$ cat src/rtl/data_mem_initiator.sv
// Load/store initiator between the MAccess pipeline stage and a word-addressed 32-bit data RAM.
// Sub-word stores use read-modify-write; miss cycles are retried until a per-access timeout.
//
// state  | meaning
// IDLE   | ready for a request; misaligned requests are answered from here
// ACCESS | single RAM access: word store or any load
// RMW_RD | read of the word to be partially overwritten
// RMW_WR | write-back of the merged word
module data_mem_initiator #(
  parameter int unsigned TIMEOUT = 255
) (
  input  logic        Clk,
  input  logic        Rst,
  input  logic        req_valid,
  output logic        req_ready,
  input  logic        req_rw,
  input  logic [1:0]  req_size,
  input  logic        req_signed,
  input  logic [17:0] req_addr,
  input  logic [31:0] req_wdata,
  output logic        resp_valid,
  output logic        resp_err,
  output logic [31:0] rdata,
  output logic        busy,
  output logic [15:0] mem_address,
  output logic [31:0] mem_data_in,
  output logic        mem_rw,
  output logic        mem_en,
  input  logic [31:0] mem_data_out,
  input  logic        mem_miss
);

  typedef enum logic [1:0] {
    IDLE   = 2'd0,
    ACCESS = 2'd1,
    RMW_RD = 2'd2,
    RMW_WR = 2'd3
  } state_t;

  localparam logic [15:0] TIMEOUT_M1 = 16'(TIMEOUT - 1);

  state_t      r_state;
  state_t      w_next;
  logic        r_rw;
  logic [1:0]  r_size;
  logic        r_signed;
  logic [15:0] r_waddr;
  logic [1:0]  r_off;
  logic [31:0] r_wdata;
  logic [31:0] r_merged;
  logic [15:0] r_miss_cnt;
  logic        r_resp_valid;
  logic        r_resp_err;
  logic [31:0] r_rdata;

  logic        w_misaligned;
  logic        w_timeout;
  logic        w_accept;
  logic        w_bad_req;
  logic        w_done;
  logic        w_abort;
  logic        w_load_cap;
  logic        w_merge_cap;
  logic [7:0]  w_byte;
  logic [15:0] w_half;
  logic [31:0] w_load_data;
  logic [4:0]  w_shamt;
  logic [31:0] w_mask;
  logic [31:0] w_merged;

  // Reserved size 2'b11 is rejected together with misaligned requests.
  always_comb begin
    w_misaligned = 1'b0;
    case (req_size)
      2'b00:   w_misaligned = 1'b0;
      2'b01:   w_misaligned = req_addr[0];
      2'b10:   w_misaligned = |req_addr[1:0];
      default: w_misaligned = 1'b1;
    endcase
  end

  always_comb begin
    w_byte = mem_data_out[7:0];
    case (r_off)
      2'd0:    w_byte = mem_data_out[7:0];
      2'd1:    w_byte = mem_data_out[15:8];
      2'd2:    w_byte = mem_data_out[23:16];
      default: w_byte = mem_data_out[31:24];
    endcase
    w_half = r_off[1] ? mem_data_out[31:16] : mem_data_out[15:0];
    case (r_size)
      2'b00:   w_load_data = {{24{r_signed & w_byte[7]}}, w_byte};
      2'b01:   w_load_data = {{16{r_signed & w_half[15]}}, w_half};
      default: w_load_data = mem_data_out;
    endcase
  end

  assign w_shamt  = {r_off, 3'b000};
  assign w_mask   = (r_size == 2'b00) ? (32'h0000_00FF << w_shamt) : (32'h0000_FFFF << w_shamt);
  assign w_merged = (mem_data_out & ~w_mask) | ((r_wdata << w_shamt) & w_mask);

  assign w_timeout = mem_miss && (r_miss_cnt == TIMEOUT_M1);

  always_comb begin
    w_next      = r_state;
    mem_en      = 1'b0;
    mem_rw      = 1'b0;
    mem_data_in = 32'h0;
    w_accept    = 1'b0;
    w_bad_req   = 1'b0;
    w_done      = 1'b0;
    w_abort     = 1'b0;
    w_load_cap  = 1'b0;
    w_merge_cap = 1'b0;
    case (r_state)
      IDLE: begin
        if (req_valid) begin
          w_accept = 1'b1;
          if (w_misaligned)
            w_bad_req = 1'b1;
          else if (req_rw && (req_size != 2'b10))
            w_next = RMW_RD;
          else
            w_next = ACCESS;
        end
      end
      ACCESS: begin
        mem_en = 1'b1;
        mem_rw = r_rw;
        if (r_rw)
          mem_data_in = r_wdata;
        if (mem_miss) begin
          if (w_timeout) begin
            w_abort = 1'b1;
            w_next  = IDLE;
          end
        end else begin
          w_done     = 1'b1;
          w_load_cap = ~r_rw;
          w_next     = IDLE;
        end
      end
      RMW_RD: begin
        mem_en = 1'b1;
        if (mem_miss) begin
          if (w_timeout) begin
            w_abort = 1'b1;
            w_next  = IDLE;
          end
        end else begin
          w_merge_cap = 1'b1;
          w_next      = RMW_WR;
        end
      end
      RMW_WR: begin
        mem_en      = 1'b1;
        mem_rw      = 1'b1;
        mem_data_in = r_merged;
        if (mem_miss) begin
          if (w_timeout) begin
            w_abort = 1'b1;
            w_next  = IDLE;
          end
        end else begin
          w_done = 1'b1;
          w_next = IDLE;
        end
      end
      default: w_next = IDLE;
    endcase
  end

  always_ff @(posedge Clk) begin
    if (Rst) begin
      r_state      <= IDLE;
      r_rw         <= 1'b0;
      r_size       <= 2'b00;
      r_signed     <= 1'b0;
      r_waddr      <= 16'h0;
      r_off        <= 2'b00;
      r_wdata      <= 32'h0;
      r_merged     <= 32'h0;
      r_miss_cnt   <= 16'h0;
      r_resp_valid <= 1'b0;
      r_resp_err   <= 1'b0;
      r_rdata      <= 32'h0;
    end else begin
      r_state      <= w_next;
      r_resp_valid <= w_done | w_abort | w_bad_req;
      r_resp_err   <= w_abort | w_bad_req;
      if (w_accept) begin
        r_rw     <= req_rw;
        r_size   <= req_size;
        r_signed <= req_signed;
        r_waddr  <= req_addr[17:2];
        r_off    <= req_addr[1:0];
        r_wdata  <= req_wdata;
      end
      if (w_load_cap)
        r_rdata <= w_load_data;
      if (w_merge_cap)
        r_merged <= w_merged;
      // Each memory phase gets its own full miss budget.
      if (w_next != r_state)
        r_miss_cnt <= 16'h0;
      else if (mem_en && mem_miss)
        r_miss_cnt <= r_miss_cnt + 16'd1;
    end
  end

  assign req_ready   = (r_state == IDLE);
  assign busy        = (r_state != IDLE);
  assign resp_valid  = r_resp_valid;
  assign resp_err    = r_resp_err;
  assign rdata       = r_rdata;
  assign mem_address = r_waddr;

endmodule

$ cat config.mk
export PLATFORM = sky130hd
export DESIGN_NAME = data_mem_initiator
export DESIGN_NICKNAME = d
export VERILOG_FILES = /design/src/rtl/data_mem_initiator.sv
export SDC_FILE = /design/constraint.sdc
export NUM_CORES = 1
export LEC_CHECK = 0
export CAP_MARGIN = 20
export CORE_MARGIN = 2
export CORE_UTILIZATION = 45
export DETAILED_ROUTE_END_ITERATION = 8
export PLACE_DENSITY = 0.83
export SYNTH_ARGS = -nofsm -noshare
export SYNTH_HDL_FRONTEND = slang
export SYNTH_SLANG_ARGS = --single-unit
$ cat constraint.sdc
create_clock -name Clk -period 1.9 [get_ports Clk]
set_input_delay 0.19 -clock Clk [delete_from_list [all_inputs] [get_ports Clk]]
set_output_delay 0.19 -clock Clk [all_outputs]
set_load 0.1 [all_outputs]
==> impl_metrics.toml, run 1 <==
[cells_and_area]
final_nets = 1203
fin_util_pct = 67.9
final_common_cell = "nand2_1"
syn2layout_area_growth_pct = 46.4
finalInstanceArea_sq_um = 10400
stdcell_count = 1334
drive_gt1_share_pct = 23.2
most-common-layout-cells = "nand2_1, dfxtp_1, buf_4, a21oi_1, clkdlybuf4s50_1"
diodes = 0

[die]
ios = 176
die-area_sq_um = 16800
chipWidth_microns = 130
core_sq_um = 15300
die_y_microns = 130
fp-row-count = 45
initial_core_util_pct = 46.4

[global_routing]
grt_max_degree = 55
grt_usage_pct = 27.9
grt_pass1_vias = 7201
antenna_found_initial = 0
grt_pass1_wl_microns = 36600
grt-ovfl-total = 0

[synth]
syn_area_sq_um = 7100
syn_avg_cell_area_sq_um = 7.62
synthXorXnorAreaFrac_pct = 1.23
synthesis.nets = 1024
synth_adder_area_share_pct = 0.352
synth_ff_type = "dfxtp_1"
muxShareOfSynthArea_pct = 5.99
synth_top_family_by_area = "simple AND/OR/NAND/NOR gates"
synth_compound_area_share_pct = 23.4
ys_seq_area_share_pct = 38.9
synth-simple-area-share_pct = 24.8
synth_cell_types = 52
synthCells = 932
synth_edf_count = 0
async_flop_share_pct = 0
yosys_warnings = 0
postSynthRegisterBits = 138

[sta]
tightest_slew_ns = 0.580
setup_viol = 0
postLayoutSetupSlackWorst_ns = 0.0462
max_freq_ghz = 0.539
finalHoldViolCount = 0
whs_ns = 0.229
fin_skew_ns = 0.00745
finalCritPeriodShare_pct = 97.6
period_minus_slack_ns = 1.85
drv_slew = 0
slew_headroom_pct = 61.4
rsz0062_at_grt = "no"
setup-tns-final_ns = 0

[drt]
drt_iter0_markers = 733
wl_microns = 23800
first_pass_iters = 7
vias = 7594
routed_via_density = 5.69
routedWlPerCell_microns = 17.9
drtAntennaViolNets = 0
route.detailed.drc = 0

[power]
power_mw = 8.18
leakagePower_nw = 3.86
power_density_nw_per_um2 = 787
irDropWorstVdd_v = 0.000641

[setup_path]
cpLargestDelayFamily = "buffers and inverters"
crit_path_cell_trace = "buf_12, or2_4, buf_6, buf_12"
cp-end-kind = "output port"
cp.buffers_inverters = 3
critical_path_arrival_ns = 1.66
cp.required_ns = 1.71
worstPathMaxFanout = 18
r2r_cells = 5
max_stage_delay_ns = 0.47
start_kind = "register"
crit_top_cell = "buf_12"
cp_num_cells = 4
worstSetupPathType = "reg2out"
crit_slowest_cell = "dfxtp_4"

[placed_design]
placed_cell_area_sq_um = 9700
place_inst = 1300
pre_cts_ws_ns = -0.201
numPortBuffers = 175
dp_hpwl_microns = 16400
place.gp.congestion = 0.991

[clocking]
clkSlewWorstSetupHoldPaths_ns = 0.06
cts_root_buffer = "clkbuf_16"
cts_hold_buf = 0
htreeDepth = 4
clk_path_buf_depth = 2
cts_tree = "done"
cts-buffers-inserted = 17
cts_sinks = 138
clkLatencyLatePin_ns = 0.43
cts_setup_buffers = 0

[worst_hold_path]
hold_depth = 2
hold_path.class = "in2reg"

[run_status]
status = "complete, no violations"

[flow_run]
cap_violations = 0
[cell families (layout without fill, tap and decap cells)]
logic type / after synthesis / after routing
DFF: 138 / 138
AOI/OAI and AO/OA: 263 / 263
adders and majority gates: 2 / 2
muxes: 39 / 39
buffers and inverters: 95 / 286
xor gates and xnor gates: 10 / 10
and+or+nand+nor: 385 / 385
[path summary, 6_finish.rpt]
kind / startpoint / end / slack, ns
min reg2reg: r_wdata[26] / r_wdata[26] / 0.45
min: Rst / r_merged[28] / 0.23
max reg2reg: r_miss_cnt[15] / r_miss_cnt[14] / 0.05
max: r_state[1] / busy / 0.05
[cells in the mapped netlist, types with 3 or more instances]
master,number,area [sq um]
mux2_2,18,203
and2_1,32,200
or3_1,16,100
buf_2,7,35.0
a311oi_1,8,70.1
a21oi_1,93,465
or4_1,3,22.5
mux2i_1,20,200
clkbuf_1,69,259
o21ai_0,61,305
nor4_1,4,25.0
xnor2_1,8,70.1
a211o_1,7,61.3
nor2b_1,4,25.0
o2bb2ai_1,8,70.1
nand2_1,242,908
nand2b_1,12,75.1
nand4_1,5,31.3
inv_1,9,33.8
nand3b_1,10,75.1
and3b_1,7,61.3
buf_1,8,30.0
a21o_1,12,90.1
nor2_1,31,116
a311o_1,3,30.0
a221oi_1,11,96.3
a211oi_1,29,218
o32ai_1,7,61.3
nor3_1,8,40.0
dfxtp_1,138,2760
o211ai_1,11,82.6
nand3_1,3,15.0
[sequential cells by signal, indices dropped and copies added (netlist names)]
name	flops
r_rw	1
r_size	2
r_signed	1
r_merged	32
r_state	2
r_miss_cnt	16
r_wdata	32
r_off	2
mem_address	16
rdata	32
resp_err	1
resp_valid	1
[per-layer routing]
layer / GRT usage [%] / vias up / wire length (microns)
li1: - / 3613 / -
met1: 34.1 / 3519 / 9360
met2: 45.8 / 395 / 11400
met3: 8.26 / 67 / 2210
met4: 12.4 / 0 / 898
met5: 0 / - / 0
[report_power, final]
group / leakage, nW / switching [mW] / internal [mW]
registers: 1.13 / 0.125 / 3.02
clock network: 0.284 / 1.24 / 2.08
logic: 2.45 / 1.09 / 0.629
[final cells by class]
type                    instances  area, sq um
repair buffers                246         2670
well taps                     211          264
clock buffers                  22          454
flip-flops and latches        138         2770
inverters                       9         33.8
fillers                      1244         4910
clock inverters                 9          123
multi-input cells             699         4080
[repair_timing]
| action | 4_1_cts | 5_1_grt |
|---|---|---|
| hold endpoints to repair | 0 | 0 |
| endpoints found under the setup margin | 30 | 70 |
| gates cloned | 2 | 1 |
| pin swaps | 3 | 3 |
| resized for setup | 12 | 12 |
No activity file was read; power rests on OpenSTA's default activity.
==> run 2: changes to the inputs <==
--- a/config.mk
+++ b/config.mk
@@ -5,9 +5,11 @@
 export SDC_FILE = /design/constraint.sdc
 export NUM_CORES = 1
 export LEC_CHECK = 0
+export ABC_CLOCK_PERIOD_IN_PS = 1900
 export CAP_MARGIN = 20
 export CORE_MARGIN = 2
 export CORE_UTILIZATION = 45
+export CTS_BUF_LIST = sky130_fd_sc_hd__clkbuf_16
 export DETAILED_ROUTE_END_ITERATION = 8
 export PLACE_DENSITY = 0.83
 export SYNTH_ARGS = -nofsm -noshare
==> run 2 against run 1 <==
Clock skew fell by 0.00079 ns. Power down 0.85%. Fmax up 0.18%. Final cell count did not move. Highest routed layer unchanged. Design area about the same. Sequential cell count unchanged. Worst setup slack improved by 0.0033 ns. Critical endpoint is now r_miss_cnt[14]. Clock power is 2% lower. Largest cell class unchanged. Critical path depth up 1. Core utilization fell by 0.065 points. Non-clock buffer count stayed put. Combinational power hardly changed.
==> impl_metrics.toml, run 2 (same netlist as run 1, synthesis figures left out) <==
[run_status]
status = "complete, no violations"

[setup_path]
cp-end-kind = "register"
crit_top_cell = "or4_4"
ff2ff_setup_slack_ns = 0.05
max_stage_delay_ns = 0.53
cp.required_ns = 2.20
crit_path_cell_trace = "or4_4, or4_4, o21ai_4, buf_12, a221oi_1"
rr_startpoint = "r_miss_cnt[15]"
cp-startpoint = "r_miss_cnt[15]"
cp-endpoint = "r_miss_cnt[14]"
r2r_cells = 5
crit_slowest_cell = "or4_4"
worstPathMaxFanout = 14
worstSetupPathType = "reg2reg"
start_kind = "register"
critical_path_arrival_ns = 2.15
timing.rr.end = "r_miss_cnt[14]"

[die]
initial_core_util_pct = 46.4
fp-row-count = 45
ios = 176
chipWidth_microns = 130
core_sq_um = 15300
die_y_microns = 130
die-area_sq_um = 16800

[sta]
slew_headroom_pct = 61.3
setup_viol = 0
drv_slew = 0
finalCritPeriodShare_pct = 97.4
finalHoldViolCount = 0
max_freq_ghz = 0.540
fin_skew_ns = 0.00666
tightest_slew_ns = 0.581
whs_ns = 0.227
setup-tns-final_ns = 0
period_minus_slack_ns = 1.85
rsz0062_at_grt = "no"

[global_routing]
grt_pass1_wl_microns = 36600
grt_max_degree = 55
grt-ovfl-total = 0
antenna_found_initial = 0
grt_pass1_vias = 7195
grt_usage_pct = 27.9

[drt]
drtAntennaViolNets = 0
route.detailed.drc = 0
vias = 7624
routedWlPerCell_microns = 17.9
drt_iter0_markers = 763
first_pass_iters = 5
wl_microns = 23900
routed_via_density = 5.72

[cells_and_area]
diodes = 0
stdcell_count = 1334
final_common_cell = "nand2_1"
most-common-layout-cells = "nand2_1, dfxtp_1, buf_4, a21oi_1, clkdlybuf4s50_1"
fin_util_pct = 67.8
fill_cells = 1244
final_nets = 1203
syn2layout_area_growth_pct = 46.3
drive_gt1_share_pct = 23.2

[power]
power_density_nw_per_um2 = 781
irDropWorstVdd_v = 0.000639
power_mw = 8.11
leakagePower_nw = 3.87

[worst_hold_path]
hold_path.class = "in2reg"

[clocking]
cts_setup_buffers = 0
clk_path_buf_depth = 2
cts_tree = "done"
cts-buffers-inserted = 17
clkSlewWorstSetupHoldPaths_ns = 0.06
htreeDepth = 4
cts_sinks = 138
clkLatencyLatePin_ns = 0.42
cts_hold_buf = 0
cts_root_buffer = "clkbuf_16"

[placed_design]
place.gp.congestion = 0.991
dp_hpwl_microns = 16400
numPortBuffers = 175
place_inst = 1300

[flow_run]
cap_violations = 0
## run 2: cell types whose count changed in the layout (fill, tap and decap cells not counted)
cell	delta
clkbuf_8	-1
clkinv_1	+1
clkbuf_1	-4
inv_1	+4
## run 2: worst min path at each step
stage | end | slack (ns) | startpoint | cells past startpoint
final | r_merged[28] | 0.23 | Rst | 2
after global routing | r_off[0] | 0.24 | Rst | 2
after CTS | r_merged[28] | 0.22 | Rst | 2
after detailed placement | r_merged[29] | 0.45 | r_merged[29] | 2
after global placement | r_merged[29] | 0.44 | r_merged[29] | 2
after floorplan | r_wdata[24] | 0.33 | req_wdata[24] | 2
## run 2: per-stage QoR
step | setup WS (ns) | area [sq um]
final | 0.0495 | 10400
after global routing | 0.000288 | 10400
after CTS | 0.000861 | 10300
after detailed placement | -0.201 | 9700
after global placement | -0.151 | 9700
after floorplan | -0.0469 | 7170
## run 2: layout make-up
class	count	area (sq um)	area share (%)
well taps	211	264	2.54
clock inverters	14	141	1.36
flip-flops and latches	138	2770	26.7
clock buffers	17	425	4.09
repair buffers	246	2670	25.7
multi-input cells	699	4080	39.3
inverters	9	33.8	0.325
## run 2: timing repair
item / 4_1_cts / 5_1_grt
resized for setup: 12 / 12
setup endpoints to repair: 30 / 70
gates cloned: 2 / 1
pin swaps: 3 / 3
## run 2: routing by layer
metal / global-route usage (%) / wire [microns] / part of all wire [%]
met5: 0 / 0 / 0
met4: 12.4 / 873 / 3.7
met3: 8.26 / 2280 / 9.5
met2: 45.7 / 11500 / 48
met1: 34.1 / 9240 / 39
## run 2: worst max-delay path: cells and delay by family (launching register included)
kind,cells,cell delay [ns]
and+or+nand+nor,2,1.01
DFF,1,0.31
AOI/OAI and AO/OA,2,0.25
buffers and inverters,1,0.16
## run 2: where the power goes
group          leakage (nW)  total [mW]  switching, mW  internal (mW)
clock                 0.294        3.24           1.23           2.01
combinational          2.45        1.72           1.09          0.629
sequential             1.13        3.15          0.126           3.02
